$ cat config.mk
export PLATFORM = sky130hd
export DESIGN_NAME = core_sequencer_flat
export DESIGN_NICKNAME = d
export VERILOG_FILES = /design/src/rtl/rv_pkg.sv /design/src/rtl/core_sequencer_if.sv /design/src/rtl/core_sequencer_pc_unit.sv /design/src/rtl/core_sequencer.sv /design/src/flat_wrapper.sv
export SDC_FILE = /design/constraint.sdc
export NUM_CORES = 1
export LEC_CHECK = 0
export CORE_ASPECT_RATIO = 1.2
export CORE_MARGIN = 2
export CORE_UTILIZATION = 48
export CTS_CLUSTER_DIAMETER = 100
export DETAILED_ROUTE_END_ITERATION = 6
export PLACE_DENSITY_LB_ADDON = 0.05
export RECOVER_POWER = 100
export SLEW_MARGIN = 20
export SYNTH_ARGS = -nofsm -noshare
export SYNTH_HDL_FRONTEND = slang
export SYNTH_SLANG_ARGS = --single-unit
$ cat constraint.sdc
create_clock -name clk -period 4.5 [get_ports clk]
set_input_delay 0.45 -clock clk [delete_from_list [all_inputs] [get_ports clk]]
set_output_delay 0.45 -clock clk [all_outputs]
set_load 0.03 [all_outputs]
$ cat src/rtl/rv_pkg.sv
// Shared constants and state type for the RV32I multi-cycle core sequencer.
package rv_pkg;

    localparam logic [6:0]  OPC_OP_IMM = 7'h13;
    localparam logic [31:0] NOP_INSTR  = 32'h0000_0013;

    typedef enum logic [2:0] {
        IDLE,
        FETCH,
        DECODE,
        EXEC,
        WB,
        HALT
    } seq_state_t;

endpackage

$ cat src/rtl/core_sequencer_if.sv
// Instruction-memory request/response handshake between sequencer and imem.
interface core_sequencer_if;

    logic        imem_req;
    logic [31:0] imem_addr;
    logic        imem_valid;
    logic [31:0] imem_rdata;

    modport master (
        output imem_req,
        output imem_addr,
        input  imem_valid,
        input  imem_rdata
    );

    modport slave (
        input  imem_req,
        input  imem_addr,
        output imem_valid,
        output imem_rdata
    );

endinterface

$ cat src/rtl/core_sequencer_pc_unit.sv
// Program counter register: loads RESET_PC on reset, advances by one word on inc.
module pc_unit #(
    parameter logic [31:0] RESET_PC = 32'h0000_0000
) (
    input  logic        clk,
    input  logic        rst,
    input  logic        inc,
    output logic [31:0] pc
);

    always_ff @(posedge clk) begin
        if (rst) begin
            pc <= RESET_PC;
        end else if (inc) begin
            pc <= pc + 32'd4;
        end
    end

endmodule

$ cat src/rtl/core_sequencer.sv
// Multi-cycle fetch/decode/execute/writeback sequencer; owns PC and traps non-OP-IMM opcodes.
module core_sequencer
    import rv_pkg::*;
#(
    parameter logic [31:0] RESET_PC = 32'h0000_0000,
    parameter int unsigned RETIRE_W = 32
) (
    input  logic                clk,
    input  logic                rst,
    input  logic                run,
    core_sequencer_if.master    imem,
    output logic [31:0]         instr,
    output logic                alu_en,
    output logic                rf_we,
    output logic [31:0]         pc,
    output logic                halted,
    output logic                illegal,
    output logic [RETIRE_W-1:0] retired
);

    seq_state_t state;
    seq_state_t state_next;
    logic       retire;
    logic       opc_legal;

    assign retire    = (state == WB);
    assign opc_legal = (instr[6:0] == OPC_OP_IMM);

    always_ff @(posedge clk) begin
        if (rst) begin
            state <= IDLE;
        end else begin
            state <= state_next;
        end
    end

    always_comb begin
        state_next = state;
        unique case (state)
            IDLE:    if (run) state_next = FETCH;
            FETCH:   if (imem.imem_valid) state_next = DECODE;
            DECODE:  state_next = opc_legal ? EXEC : HALT;
            EXEC:    state_next = WB;
            WB:      state_next = run ? FETCH : IDLE;
            HALT:    state_next = HALT;
            default: state_next = IDLE;
        endcase
    end

    // Instruction capture is gated on FETCH so stray imem_valid pulses never leak in.
    always_ff @(posedge clk) begin
        if (rst) begin
            instr   <= NOP_INSTR;
            retired <= '0;
            halted  <= 1'b0;
            illegal <= 1'b0;
        end else begin
            if (state == FETCH && imem.imem_valid) begin
                instr <= imem.imem_rdata;
            end
            if (retire) begin
                retired <= retired + RETIRE_W'(1);
            end
            if (state == DECODE && !opc_legal) begin
                halted  <= 1'b1;
                illegal <= 1'b1;
            end
        end
    end

    pc_unit #(
        .RESET_PC(RESET_PC)
    ) u_pc (
        .clk (clk),
        .rst (rst),
        .inc (retire),
        .pc  (pc)
    );

    assign imem.imem_req  = (state == FETCH);
    assign imem.imem_addr = pc;
    assign alu_en         = (state == EXEC);
    assign rf_we          = (state == WB) && (instr[11:7] != 5'd0);

endmodule

$ cat src/flat_wrapper.sv
// flat-port wrapper written by rule: the top's interface ports become plain ports
module core_sequencer_flat import rv_pkg::*;
#(
    parameter logic [31:0] RESET_PC = 32'h0000_0000,
    parameter int unsigned RETIRE_W = 32
)
  (clk, rst, run, instr, alu_en, rf_we, pc, halted, illegal, retired, imem_imem_req, imem_imem_addr, imem_imem_valid, imem_imem_rdata);
  core_sequencer_if imem_i ();
  input  logic clk;
  input  logic rst;
  input  logic run;
  output logic [31:0] instr;
  output logic alu_en;
  output logic rf_we;
  output logic [31:0] pc;
  output logic halted;
  output logic illegal;
  output logic [RETIRE_W-1:0] retired;
  output wire logic [$bits(imem_i.imem_req)-1:0] imem_imem_req;
  output wire logic [$bits(imem_i.imem_addr)-1:0] imem_imem_addr;
  input wire logic [$bits(imem_i.imem_valid)-1:0] imem_imem_valid;
  input wire logic [$bits(imem_i.imem_rdata)-1:0] imem_imem_rdata;
  assign imem_imem_req = imem_i.imem_req;
  assign imem_imem_addr = imem_i.imem_addr;
  assign imem_i.imem_valid = imem_imem_valid;
  assign imem_i.imem_rdata = imem_imem_rdata;
  core_sequencer #(.RESET_PC(RESET_PC), .RETIRE_W(RETIRE_W)) u_core (.clk(clk), .rst(rst), .run(run), .imem(imem_i), .instr(instr), .alu_en(alu_en), .rf_we(rf_we), .pc(pc), .halted(halted), .illegal(illegal), .retired(retired));
endmodule
==> results.json, run 1 <==
{
  "timing.critical_path.buf_inv": 2,
  "cts.repair_timing.setup_buffer_count": 0,
  "detailed_router_s_first_iteration_violation_count": 117,
  "route.antenna.remaining_nets": 0,
  "clock_sinks": 98,
  "clk_path_buf_depth": 2,
  "tcrit_tclk_final": 0.722,
  "r2r-start": "u_core.state[2]$_SDFFE_PP0P_",
  "min_delay_path_depth": 2,
  "worst_ep_arrival_time_ns": 3.51,
  "holdCritStartpoint": "u_core.instr[28]$_SDFFE_PP0P_",
  "number_of_top_level_pins": 169,
  "syn_avg_cell_area_um2": 8.20,
  "initial_antenna_violation_count": 0,
  "power.switching_w": 0.000410,
  "post_synth_most_frequent_cells": "sky130_fd_sc_hd__dfxtp_1 (98), sky130_fd_sc_hd__nand2_1 (90), sky130_fd_sc_hd__nor2_1 (64), sky130_fd_sc_hd__a21oi_1 (41), sky130_fd_sc_hd__buf_4 (36)",
  "netlist_area_mm2": 0.00441,
  "setup_total_negative_slack_ns": 0,
  "yosysTopAreaCell": "sky130_fd_sc_hd__dfxtp_1",
  "ff2ff_setup_slack_ns": 1.59,
  "yosysUniqueCellTypes": 37,
  "critical-path-top-cell-by-count": "sky130_fd_sc_hd__clkbuf_1",
  "startpoint_type": "input port",
  "clock_skew_ns": 0.0127,
  "max_freq_mhz": 308,
  "final_util": 0.669,
  "drt-wirelength-per-cell_um": 13.5,
  "sort_of_element_at_the_end_of_the_critical_path": "flip-flop",
  "rows": 38,
  "sw_frac_of_total": 0.260,
  "p_int_w": 0.00117,
  "power.share.clock": 0.324,
  "power_frac_comb": 0.107,
  "ctsHtreeMaxLevel": 3,
  "die_area_mm2": 0.00998,
  "cts_tree": "built",
  "grt_setup_unrepaired": "false",
  "buffer_ports.inserted": 164,
  "critical-path-slowest-cell": "sky130_fd_sc_hd__clkbuf_1",
  "final_layout_size_suffix_gt1_frac": 0.0287,
  "min_delay_path_class": "reg2reg",
  "grt.total_usage": 0.211,
  "final_cells": 783,
  "grt_start_max_net_pins": 49,
  "post_cts.resized_instances": 0,
  "height_of_the_die_um": 109,
  "clk_root_buffer_cell": "sky130_fd_sc_hd__clkbuf_8",
  "whs_endpoint": "u_core.instr[28]$_SDFFE_PP0P_",
  "drtPass1Iterations": 4,
  "slowest_delay_ns": 1.50,
  "area_growth_pct": 36.2,
  "status": "finished with violations",
  "vias": 4050,
  "count_of_flip_flops_with_a_built_in_enable_after_synthesis": 0,
  "total_clock_buffers_created_by_cts": 9,
  "path_cells": "clkbuf_1, clkbuf_1, or3_1, nand2_1",
  "floorplan.initialDensity": 0.491,
  "required_time_of_the_worst_setup_path_ns": 4.76,
  "die_w_um": 91.5,
  "max_cap_violations": 2,
  "remaining_drc_errors": 0,
  "global_route_wire_length_before_repair_um": 17300,
  "vias_in_the_first_global_route": 3717,
  "fin_crit_ns": 3.25,
  "synth_flop_cell": "sky130_fd_sc_hd__dfxtp_1",
  "report.final.hold_viol_count": 0,
  "globalplace.congestion": 0.801,
  "critical_path.top_delay_family": "buffers and inverters",
  "num-fill-cells": 766,
  "max-slew-margin-rel": -0.427,
  "drt_wl_total_um": 10600,
  "actual_transition_at_the_worst_max_transition_pin_ns": 2.14,
  "async_set_or_reset_register_ratio_after_synthesis": 0,
  "finalNetCount": 696,
  "postCtsHoldBufs": 0,
  "power.density_cell_area_mw_per_mm2": 263,
  "hpwl_reported_at_the_end_of_detailed_placement_um": 7560,
  "synth.most_common_cell": "sky130_fd_sc_hd__dfxtp_1",
  "failing_checks": "max-capacitance violations, max-slew violations",
  "path_max_fanout": 48,
  "yosysWarningCount": 0,
  "synth-seq-area-share": 0.445,
  "clk_latency_ns": 0.36,
  "portion_of_total_power_attributed_to_sequential_cells": 0.569,
  "setup_violations": 0,
  "place_inst": 767,
  "synth_seq_cells": 98,
  "power.static_leakage_nw": 2.43,
  "critical_path_class": "in2reg",
  "antenna-diode-count": 0,
  "route.detailed.vias_per_inst": 5.17,
  "netlist_instances": 538,
  "rr_worst_depth": 6,
  "placeableCoreArea_mm2": 0.00899,
  "count_of_pins_over_their_slew_limit": 89,
  "ir_drop_mv": 0.195,
  "most_area_consuming_cells_after_synthesis": "sky130_fd_sc_hd__dfxtp_1 (44%), sky130_fd_sc_hd__nand2_1 (7.7%), sky130_fd_sc_hd__buf_4 (6.1%), sky130_fd_sc_hd__xnor2_1 (6.0%), sky130_fd_sc_hd__nor2_1 (5.4%)",
  "reg2reg_to": "u_core.retired[29]$_SDFFE_PP0P_",
  "globalRoute.totalOverflow": 0,
  "area_share_of_the_largest_cell_type_after_synthesis": 0.445,
  "cts.reportedPaths.clkPinSlew_ns": 0.10,
  "timing.hold.ws_ns": 0.451
}
-- power groups by stage --
stage / logic (W) / clock network [W] / registers, W
2_1_floorplan: 0.0000733 / 0 / 0.000948
3_3_place_gp: 0.000175 / 0 / 0.000918
3_5_place_dp: 0.000178 / 0 / 0.000919
4_1_cts: 0.000178 / 0.000522 / 0.000899
5_1_grt: 0.000183 / 0.000562 / 0.000901
6_report: 0.000169 / 0.000511 / 0.000898
-- through the flow --
stage / setup slack (ns) / total power, W / instance area, µm²
2_1_floorplan: 2.30 / 0.00102 / 4420
3_3_place_gp: 2.05 / 0.00109 / 5850
3_5_place_dp: 1.99 / 0.00110 / 5850
4_1_cts: 1.81 / 0.00160 / 6020
5_1_grt: 0.914 / 0.00165 / 6010
6_report: 1.25 / 0.00158 / 6010
-- worst min-delay path, delay by kind of cell (launching register included) --
family	cells	cell delay (ns)
flops	1	0.31
simple gates	1	0.05
compound gates	1	0.05
-- area by class of cell --
type,count,area (µm²),area share
Timing Repair Buffer,167,1650,0.274
Sequential cell,98,1960,0.327
Tap cell,120,150,0.0250
Multi-Input combinational cell,370,2030,0.338
Clock inverter,4,27.5,0.00458
Clock buffer,12,145,0.0242
Inverter,12,45.0,0.00750
-- worst max path at each step --
stage	cells past startpoint	end	slack (ns)	start
CTS	3	rf_we	1.81	u_core.state[2]$_SDFFE_PP0P_
floorplan	7	u_core.instr[24]$_SDFFE_PP0P_	2.30	u_core.state[0]$_SDFFE_PP0P_
detailed placement	6	u_core.retired[29]$_SDFFE_PP0P_	1.99	u_core.state[2]$_SDFFE_PP0P_
finish	4	u_core.u_pc.pc[26]$_SDFFE_PP0P_	1.25	rst
global route	4	u_core.u_pc.pc[26]$_SDFFE_PP0P_	0.91	rst
global placement	6	u_core.retired[29]$_SDFFE_PP0P_	2.05	u_core.state[2]$_SDFFE_PP0P_
-- kinds of logic (layout without fill, tap and decap cells) --
kind of cell             Yosys count  count (layout)  share of synthesized area
AND/OR/NAND/NOR                  260             260                      0.287
flip-flops                        98              98                      0.445
buffers and inverters             73             195                     0.0964
XOR/XNOR                          52              52                      0.103
AO/OA/AOI/OAI                     51              51                     0.0598
adder cells (fa/ha/maj)            2               2                    0.00567
other                              1               4                   0.000850
multiplexers                       1               1                    0.00255
-- state kept, by name (all words and copies together) (netlist names) --
register and flops:
u_core.state 3, u_core.halted 1, u_core.u_pc.pc 30, u_core.instr 32, u_core.retired 32
-- layout by cell type, fill, tap and decap left out, drive strengths merged, types with 2 or more instances in the layout --
| master | n |
|---|---|
| nand2 | 90 |
| nor4 | 13 |
| clkbuf | 16 |
| clkdlybuf4s50 | 34 |
| nor3b | 2 |
| a21oi | 41 |
| xor2 | 22 |
| and3 | 8 |
| clkinvlp | 3 |
| a31oi | 2 |
| and2 | 2 |
| nand3b | 4 |
| or3 | 8 |
| o21ai | 6 |
| nand3 | 18 |
| conb | 4 |
| nand4 | 21 |
| xnor2 | 30 |
| ha | 2 |
| nor3 | 17 |
| nor2 | 64 |
| inv | 12 |
| dfxtp | 98 |
| dlygate4sd3 | 129 |
| and4 | 7 |
-- routing by layer --
metal / vias up / track usage / wire [µm]
met5: - / 0 / 0
met2: 107 / 0.370 / 5370
met4: 0 / 0.0779 / 152
met3: 10 / 0.0415 / 556
met1: 1927 / 0.259 / 4520
li1: 2006 / - / -
Note: power is estimated with default switching activity, not from simulation.
==> inputs of run 2 (changes only) <==
Settings changed: CORE_UTILIZATION 48 to 40.
Clock period 4.5 ns to 2.98 ns, I/O delays scaled along.
==> results.json, run 2 (synthesis gave the netlist of run 1 again) <==
{
  "status": "completed",
  "power.static_leakage_nw": 2.51,
  "rows": 42,
  "route.antenna.remaining_nets": 0,
  "setup_violations": 0,
  "max_cap_violations": 0,
  "actual_transition_at_the_worst_max_transition_pin_ns": 1.36,
  "initial_antenna_violation_count": 0,
  "grt_start_max_net_pins": 53,
  "fin_crit_ns": 2.58,
  "setup_total_negative_slack_ns": 0,
  "antenna-diode-count": 0,
  "startpoint_type": "flip-flop",
  "cts_tree": "built",
  "report.final.hold_viol_count": 0,
  "place_ws_ns": 0.682,
  "routed-wl-met2_um": 5430,
  "p_int_w": 0.00206,
  "worst_ep_arrival_time_ns": 2.29,
  "power.share.clock": 0.402,
  "num-fill-cells": 991,
  "min_delay_path_class": "in2reg",
  "r2r-start": "u_core.state[2]$_SDFFE_PP0P_",
  "finalNetCount": 701,
  "height_of_the_die_um": 119,
  "min_delay_path_depth": 2,
  "sort_of_element_at_the_end_of_the_critical_path": "primary output",
  "postCtsHoldBufs": 0,
  "area_used_by_multi_input_combinational_logic_mm2": 0.00202,
  "detailed_router_s_first_iteration_violation_count": 113,
  "globalplace.congestion": 0.797,
  "seqCellArea_mm2": 0.00196,
  "number_of_top_level_pins": 169,
  "ff2ff_setup_slack_ns": 0.42,
  "met3RoutedLength_um": 628,
  "buffer_ports.inserted": 164,
  "sw_frac_of_total": 0.241,
  "total_clock_buffers_created_by_cts": 9,
  "rr_worst_depth": 6,
  "hpwl_reported_at_the_end_of_detailed_placement_um": 7650,
  "area_growth_pct": 39.9,
  "ctsHtreeMaxLevel": 3,
  "remaining_drc_errors": 0,
  "holdCritStartpoint": "rst",
  "place_inst": 784,
  "grt.total_usage": 0.183,
  "global_route_wire_length_before_repair_um": 17900,
  "vias_in_the_first_global_route": 3763,
  "die_area_mm2": 0.0119,
  "clock_sinks": 98,
  "placeableCoreArea_mm2": 0.0109,
  "postLayoutSetupSlackWorst_ns": 0.397,
  "max_freq_mhz": 387,
  "power.switching_w": 0.000654,
  "critical_path_class": "reg2out",
  "final_cells": 800,
  "cts.reportedPaths.clkPinSlew_ns": 0.06,
  "globalRoute.totalOverflow": 0,
  "detailed_place.area_mm2": 0.00592,
  "vias": 4005,
  "power_frac_comb": 0.097,
  "max-slew-margin-rel": 0.0924,
  "floorplan.initialDensity": 0.406,
  "final_layout_size_suffix_gt1_frac": 0.0374,
  "reg.largest.list": "u_core.instr: 32 flops, u_core.retired: 32 flops, u_core.u_pc.pc: 30 flops",
  "drt_wl_total_um": 10800,
  "drtPass1Iterations": 6,
  "route.detailed.vias_per_inst": 5.01,
  "cts.repair_timing.setup_buffer_count": 0,
  "final_util": 0.568,
  "portion_of_total_power_attributed_to_sequential_cells": 0.501,
  "uppermost_routed_layer": "met4",
  "clk_path_buf_depth": 2,
  "clock_skew_ns": 0.00816,
  "required_time_of_the_worst_setup_path_ns": 2.68,
  "clk_latency_ns": 0.33,
  "tcrit_tclk_final": 0.867,
  "count_of_pins_over_their_slew_limit": 0,
  "die_w_um": 99.9,
  "grt_setup_unrepaired": "false",
  "post_cts.resized_instances": 0,
  "setup.worst_path.start": "u_core.state[2]$_SDFFE_PP0P_",
  "routedLengthMet1_um": 4540,
  "clk_root_buffer_cell": "sky130_fd_sc_hd__clkbuf_16",
  "path_max_fanout": 8,
  "commonest_non_fill_non_tap_cells_in_the_layout": "sky130_fd_sc_hd__dlygate4sd3_1 (129), sky130_fd_sc_hd__dfxtp_1 (98), sky130_fd_sc_hd__nand2_1 (90)",
  "drt-wirelength-per-cell_um": 13.5,
  "ir_drop_mv": 0.276,
  "layout_commonest_cell": "sky130_fd_sc_hd__dlygate4sd3_1",
  "final_cell_area_mm2": 0.00617,
  "power.density_cell_area_mw_per_mm2": 439
}
run 2: cell types whose count changed in the layout (fill, tap and decap cells not counted), moves of 2 or more:
cell | before | now
sky130_fd_sc_hd__buf_4 | 0 | 4
sky130_fd_sc_hd__clkbuf_1 | 6 | 4
sky130_fd_sc_hd__clkbuf_16 | 0 | 9
sky130_fd_sc_hd__clkinvlp_4 | 3 | 1
sky130_fd_sc_hd__clkbuf_8 | 10 | 2
run 2: area by class of cell:
type,instances,area share
Clock buffer,12,0.0415
Clock inverter,4,0.00426
Inverter,12,0.00730
Multi-Input combinational cell,370,0.327
Sequential cell,98,0.318
Tap cell,132,0.0268
Timing Repair Buffer,172,0.275
run 2: path summary, 6_finish.rpt:
check	end
worst max-delay path	rf_we
worst min-delay path	u_core.retired[8]$_SDFFE_PP0P_
worst max register to register	u_core.retired[24]$_SDFFE_PP0P_
worst min register to register	u_core.instr[21]$_SDFFE_PP0P_
run 2: through the flow:
stage               hold WS, ns  total power (W)
CTS                       0.443          0.00276
finish                    0.450          0.00271
global placement          0.442          0.00166
floorplan                 0.422          0.00154
detailed placement        0.446          0.00166
global route              0.474          0.00282
run 2: worst max-delay path, cell delays in order, from the launching register on:
cell                            delay [ns]
sky130_fd_sc_hd__dfxtp_1              0.46
sky130_fd_sc_hd__or3b_1               0.56
sky130_fd_sc_hd__a21oi_1              0.17
sky130_fd_sc_hd__dlygate4sd3_1        0.77
run 2: power groups by stage:
stage                     logic (W)  registers, W  clock network [W]
after floorplan            0.000111       0.00143                  0
after global placement     0.000273       0.00139                  0
after detailed placement   0.000276       0.00139                  0
after CTS                  0.000277       0.00136            0.00113
after global routing       0.000285       0.00136            0.00118
final                      0.000262       0.00136            0.00109
run 2: layer usage:
metal,global-route usage,vias to the layer above
li1,-,2009
met1,0.218,1880
met2,0.313,102
met3,0.0481,14
met4,0.0719,0
met5,0,-
